[src/rtl/memseq_pkg.sv]
// memseq_pkg: shared types and constants for the memory sequencer.
//   state_e    : sequencer FSM states
//   RD_LAT     : cycles from Mem_Addr presented to Rd_Valid/Rd_Data
//   clog2_min1 : counter width helper (never returns 0)
package memseq_pkg;

  typedef enum logic [2:0] {
    IDLE  = 3'd0,
    WRITE = 3'd1,
    READ  = 3'd2,
    DRAIN = 3'd3,
    DONE  = 3'd4
  } state_e;

  localparam int unsigned RD_LAT = 2;

  function automatic int unsigned clog2_min1(input int unsigned n);
    return (n <= 1) ? 1 : $clog2(n);
  endfunction

endpackage

[src/rtl/memseq_rd_pipe.sv]
// memseq_rd_pipe: tracks issued read addresses through the BRAM latency and
// captures DOut into the read stream register.
//   Clk, Reset_N : clock, asynchronous active-low reset
//   issue        : an address is being registered onto Mem_Addr this cycle
//   issue_last   : that address is the final one of the burst
//   mem_dout     : memory DOut
//   rd_data      : captured read word
//   rd_valid     : rd_data valid this cycle
//   rd_last      : rd_data is the final word of the burst
module memseq_rd_pipe
  import memseq_pkg::*;
#(
  parameter int unsigned DataWidth = 16
) (
  input  logic                 Clk,
  input  logic                 Reset_N,
  input  logic                 issue,
  input  logic                 issue_last,
  input  logic [DataWidth-1:0] mem_dout,
  output logic [DataWidth-1:0] rd_data,
  output logic                 rd_valid,
  output logic                 rd_last
);

  // Stage 0 lines up with Mem_Addr, the final stage lines up with DOut.
  logic [RD_LAT-1:0] vld_sh;
  logic [RD_LAT-1:0] lst_sh;

  always_ff @(posedge Clk or negedge Reset_N) begin
    if (!Reset_N) begin
      vld_sh   <= '0;
      lst_sh   <= '0;
      rd_valid <= 1'b0;
      rd_last  <= 1'b0;
      rd_data  <= '0;
    end else begin
      vld_sh[0] <= issue;
      lst_sh[0] <= issue && issue_last;
      for (int i = 1; i < RD_LAT; i++) begin
        vld_sh[i] <= vld_sh[i-1];
        lst_sh[i] <= lst_sh[i-1];
      end
      rd_valid <= vld_sh[RD_LAT-1];
      rd_last  <= vld_sh[RD_LAT-1] && lst_sh[RD_LAT-1];
      if (vld_sh[RD_LAT-1]) begin
        rd_data <= mem_dout;
      end
    end
  end

endmodule

[src/rtl/memory_sequencer.sv]
// memory_sequencer: burst initiator for a single-port synchronous BRAM.
// Accepts one write or read burst at a time and is the sole driver of the
// memory port.
//   Clk, Reset_N          : clock, asynchronous active-low reset
//   Req_*                 : burst request (Len is word count minus 1)
//   Wr_Data/Valid/Ready   : write stream in
//   Rd_Data/Valid         : read stream out, no backpressure
//   Done                  : one-cycle burst-complete pulse
//   Mem_Addr/DIn/WE/DOut  : memory port
// Optional build macro MEMSEQ_WRAP_GUARD_EN: adds output Err; a request whose
// address range would wrap past the top of memory is rejected with Err+Done.
module memory_sequencer
  import memseq_pkg::*;
#(
  parameter int unsigned AddrWidth = 8,
  parameter int unsigned DataWidth = 16
) (
  input  logic                 Clk,
  input  logic                 Reset_N,
  input  logic                 Req_Valid,
  output logic                 Req_Ready,
  input  logic                 Req_Write,
  input  logic [AddrWidth-1:0] Req_Addr,
  input  logic [AddrWidth-1:0] Req_Len,
  input  logic [DataWidth-1:0] Wr_Data,
  input  logic                 Wr_Valid,
  output logic                 Wr_Ready,
  output logic [DataWidth-1:0] Rd_Data,
  output logic                 Rd_Valid,
  output logic                 Done,
`ifdef MEMSEQ_WRAP_GUARD_EN
  output logic                 Err,
`endif
  output logic [AddrWidth-1:0] Mem_Addr,
  output logic [DataWidth-1:0] Mem_DIn,
  output logic                 Mem_WE,
  input  logic [DataWidth-1:0] Mem_DOut
);

  state_e               state;
  state_e               state_nxt;
  logic [AddrWidth-1:0] addr_q;
  logic [AddrWidth-1:0] addr_d;
  logic [AddrWidth-1:0] rem_q;
  logic [AddrWidth-1:0] rem_d;
  logic [AddrWidth-1:0] mem_addr_d;
  logic [DataWidth-1:0] mem_din_d;
  logic                 mem_we_d;
  logic                 done_d;
  logic                 issue;
  logic                 issue_last;
  logic                 rd_last;
  logic                 wrap_c;
`ifdef MEMSEQ_WRAP_GUARD_EN
  logic                 err_d;
  logic [AddrWidth:0]   span_c;

  // Carry out of start+len means the burst would run past the last word.
  assign span_c = {1'b0, Req_Addr} + {1'b0, Req_Len};
  assign wrap_c = span_c[AddrWidth];
`else
  assign wrap_c = 1'b0;
`endif

  // State, counters and registered outputs.
  always_ff @(posedge Clk or negedge Reset_N) begin
    if (!Reset_N) begin
      state    <= IDLE;
      addr_q   <= '0;
      rem_q    <= '0;
      Mem_Addr <= '0;
      Mem_DIn  <= '0;
      Mem_WE   <= 1'b0;
      Done     <= 1'b0;
`ifdef MEMSEQ_WRAP_GUARD_EN
      Err      <= 1'b0;
`endif
    end else begin
      state    <= state_nxt;
      addr_q   <= addr_d;
      rem_q    <= rem_d;
      Mem_Addr <= mem_addr_d;
      Mem_DIn  <= mem_din_d;
      Mem_WE   <= mem_we_d;
      Done     <= done_d;
`ifdef MEMSEQ_WRAP_GUARD_EN
      Err      <= err_d;
`endif
    end
  end

  // Next-state logic.
  always_comb begin
    state_nxt = state;
    case (state)
      IDLE: begin
        if (Req_Valid) begin
          if (wrap_c) begin
            state_nxt = DONE;
          end else begin
            state_nxt = Req_Write ? WRITE : READ;
          end
        end
      end
      WRITE: begin
        if (Wr_Valid && (rem_q == '0)) begin
          state_nxt = DONE;
        end
      end
      READ: begin
        if (rem_q == '0) begin
          state_nxt = DRAIN;
        end
      end
      DRAIN: begin
        if (rd_last) begin
          state_nxt = DONE;
        end
      end
      DONE:    state_nxt = IDLE;
      default: state_nxt = IDLE;
    endcase
  end

  // Handshakes, counter updates and next values of registered outputs.
  always_comb begin
    Req_Ready  = 1'b0;
    Wr_Ready   = 1'b0;
    addr_d     = addr_q;
    rem_d      = rem_q;
    mem_addr_d = Mem_Addr;
    mem_din_d  = Mem_DIn;
    mem_we_d   = 1'b0;
    issue      = 1'b0;
    issue_last = 1'b0;
    done_d     = (state_nxt == DONE);
`ifdef MEMSEQ_WRAP_GUARD_EN
    err_d      = 1'b0;
`endif
    case (state)
      IDLE: begin
        Req_Ready = 1'b1;
        if (Req_Valid) begin
          addr_d = Req_Addr;
          rem_d  = Req_Len;
`ifdef MEMSEQ_WRAP_GUARD_EN
          err_d  = wrap_c;
`endif
        end
      end
      WRITE: begin
        Wr_Ready = 1'b1;
        if (Wr_Valid) begin
          mem_we_d   = 1'b1;
          mem_addr_d = addr_q;
          mem_din_d  = Wr_Data;
          addr_d     = addr_q + AddrWidth'(1);
          if (rem_q != '0) begin
            rem_d = rem_q - AddrWidth'(1);
          end
        end
      end
      READ: begin
        mem_addr_d = addr_q;
        addr_d     = addr_q + AddrWidth'(1);
        issue      = 1'b1;
        if (rem_q == '0) begin
          issue_last = 1'b1;
        end else begin
          rem_d = rem_q - AddrWidth'(1);
        end
      end
      default: ;
    endcase
  end

  memseq_rd_pipe #(
    .DataWidth(DataWidth)
  ) u_rd_pipe (
    .Clk       (Clk),
    .Reset_N   (Reset_N),
    .issue     (issue),
    .issue_last(issue_last),
    .mem_dout  (Mem_DOut),
    .rd_data   (Rd_Data),
    .rd_valid  (Rd_Valid),
    .rd_last   (rd_last)
  );

endmodule
[config.mk]
export PLATFORM = sky130hd
export DESIGN_NAME = memory_sequencer
export DESIGN_NICKNAME = d
export VERILOG_FILES = /design/src/rtl/memseq_pkg.sv /design/src/rtl/memseq_rd_pipe.sv /design/src/rtl/memory_sequencer.sv
export SDC_FILE = /design/constraint.sdc
export NUM_CORES = 1
export LEC_CHECK = 0
export BUFFER_PORTS_ARGS = -buffer_cell sky130_fd_sc_hd__buf_2
export CAP_MARGIN = 40
export CELL_PAD_IN_SITES_DETAIL_PLACEMENT = 1
export CELL_PAD_IN_SITES_GLOBAL_PLACEMENT = 2
export CORE_MARGIN = 3
export CORE_UTILIZATION = 36
export CTS_BUF_LIST = sky130_fd_sc_hd__clkbuf_4
export CTS_CLUSTER_SIZE = 12
export DETAILED_ROUTE_END_ITERATION = 12
export GPL_TIMING_DRIVEN = 0
export PLACE_DENSITY = 0.95
export SLEW_MARGIN = 15
export SYNTH_ARGS = -nofsm -noshare
export SYNTH_HDL_FRONTEND = slang
export SYNTH_HIERARCHICAL = 1
export SYNTH_SLANG_ARGS = --single-unit
[constraint.sdc]
create_clock -name Clk -period 2.85 [get_ports Clk]
set_clock_uncertainty 0.1 [all_clocks]
set_input_delay 0.57 -clock Clk [delete_from_list [all_inputs] [get_ports Clk]]
set_output_delay 0.57 -clock Clk [all_outputs]
set_load 0.02 [all_outputs]
==> reports/results.ini <==
[synth]
ys_seq_area_frac=0.552
synth_cell_type_count=52
ys_seq_elements=67
synth_area_um2=3040
yosys_warnings=6
synth-async-reset-ratio=1.00
syn_area_per_cell_um2=13.0
synth_edf_count=0
ys.flop_type=dfrtp_1
synthCells=234
synth_nets=289

[clocking]
cts.sinks=67
hold_buffers=1
post-cts-setup-buffers=0
clock_latency_ps=410
clkTransAtPathRegs_ps=110
numCtsBuffers=9
cts_tree=built
cts_max_level=3
cts-root-buf=clkbuf_4
clk_path_buf_depth=2
cts_resized=0

[power_and_ir_drop]
fin_total_pwr_mw=1.73
power_leakage_nw=2.03
vdd_drop_max_uv=268
power.density_nw_per_um2=451

[critical_path]
crit_required_ps=2180
path_cells=buf_4 > nor3_1 > buf_2
rrSetupSlack_ps=720
crit_arrival_ps=1630
startpoint_type=flop
slowest_stage=dfrtp_1
timing_worst_setup_path_type=reg2out
critPathMaxFanout=10
setup.worst_path.end_class=primary output
max_stage_delay_ps=430

[detailed_routing]
drt_first_iter_violations=76
vias=2320
drc=0
postRouteAntennaNets=0
wirelength_mm=7.79
first_pass_iters=4
vias_per_cell=5.14
wl_per_cell_um=17.3

[final_layout]
most-common-layout-cells=buf_2, dfrtp_1, mux2_2
antenna_cells=0
final_common_cell=buf_2
finish.instance_area_um2=3840
final_nets=399
drive_gt1_frac=0.504
n_fill_cell=878
area_growth_pct=26.5

[timing]
relSlewSlack=0.655
setup_ws_ps=550
grt_setup_unrepaired=no
fin_crit_ps=2300
worstMarginPinSlew_ps=515
tns_ps=0
clock.fmax_mhz=435
hold_viol_final=0
setup_viol=0
finalMaxSlewViolations=0
timing.final.crit_share=0.807

[die]
design.core.area_um2=7970
die_w_um=97.9
num_rows=32
die_height_um=97.9
start_util=0.381
io_pins=98
dieArea_um2=9580

[global_route]
gr-usage-met2=0.266
grt_start_max_net_pins=37
grt_usage=0.168
antenna_found_initial=0
grt_pass1_vias=2499
grt-busiest-layer=met2
met1_usage=0.227
grt_pass1_wl_mm=12.8
gr-usage-met3=0.0493
grt-ovfl-total=0

[place]
dp_hpwl_mm=5.80
place_ws_ps=734
place_congestion=0.799
numPortBuffers=97
postPlaceCellArea_um2=3670

[worst_hold_path]
hp-class=reg2reg

[run]
cap_violations=0

[outcome]
status=finished clean

-- layout make-up --
type	count	area, um2	share of cell area
tap	102	128	0.0332
clock buffer	11	82.6	0.0215
clock inverter	5	77.6	0.0202
inverter	6	22.5	0.00586
sequential	67	1680	0.436
multi-input combinational	147	1220	0.319
timing repair buffer	99	518	0.135
buffer	14	115	0.0299
-- critical path: cells and delay by family (launching register included) --
| family | cells | cell delay (ps) |
|---|---|---|
| DFF | 1 | 430 |
| buffers and inverters | 2 | 420 |
| and+or+nand+nor | 1 | 360 |
-- power breakdown --
| part | switching, mW | internal [mW] | total (mW) |
|---|---|---|---|
| Clock | 0.345 | 0.373 | 0.718 |
| Combinational | 0.0334 | 0.0319 | 0.0653 |
| Sequential | 0 | 0.950 | 0.950 |
-- through the flow --
stage,utilization,hold slack (ps),instances
3_3_place_gp,0.458,235,433
6_report,0.483,268,451
3_5_place_dp,0.461,251,434
5_1_grt,0.483,252,451
2_1_floorplan,-,174,234
4_1_cts,0.483,262,451
-- logic make-up (layout without fill, tap and decap cells) --
family	after synthesis	in the layout	synth area share
buffers and inverters	20	135	0.0453
AOI/OAI and AO/OA	45	45	0.104
xor gates and xnor gates	1	1	0.00535
muxes	45	45	0.176
and+or+nand+nor	54	54	0.110
adders and majority gates	2	2	0.00823
DFF	67	67	0.552
-- worst paths after layout --
kind,start,endpoint,depth (start not counted)
max,state[0]$_DFF_PN0_,Req_Ready,3
min,u_rd_pipe/lst_sh[0]$_DFF_PN0_,u_rd_pipe/lst_sh[1]$_DFF_PN0_,0
max reg2reg,rem_q[0]$_DFFE_PN0P_,state[0]$_DFF_PN0_,7
min reg2reg,u_rd_pipe/lst_sh[0]$_DFF_PN0_,u_rd_pipe/lst_sh[1]$_DFF_PN0_,0
max in group asynchronous,Reset_N,rem_q[6]$_DFFE_PN0P_,3
min in group asynchronous,Reset_N,Mem_DIn[1]$_DFFE_PN0P_,2
-- flip-flops by register name, summed over array words and instances, names as in the netlist --
register            cells
Mem_Addr                8
u_rd_pipe/vld_sh        2
Done                    1
u_rd_pipe/rd_data      16
u_rd_pipe/rd_last       1
u_rd_pipe/rd_valid      1
addr_q                  8
rem_q                   8
Mem_DIn                16
state                   3
Mem_WE                  1
u_rd_pipe/lst_sh        2
-- synthesized netlist by cell type, types with 4 or more instances --
library cell,count,area [um2]
a221o_1,5,50.1
mux2_4,9,135
buf_2,4,20.0
o21ai_0,11,55.1
nor3_1,9,45.0
nand2_1,6,22.5
a21oi_1,6,30.0
dfrtp_1,67,1680
nor2_1,6,22.5
buf_4,5,37.5
nor4_1,7,43.8
inv_1,6,22.5
mux2_2,31,349
mux2i_1,5,50.1
-- routing by layer --
metal / vias to the layer above / part of all wire
met2: 86 / 0.46
li1: 1094 / -
met3: 11 / 0.067
met4: 0 / 0.011
met5: - / 0
met1: 1129 / 0.46
(Power assumes the default switching activity.)
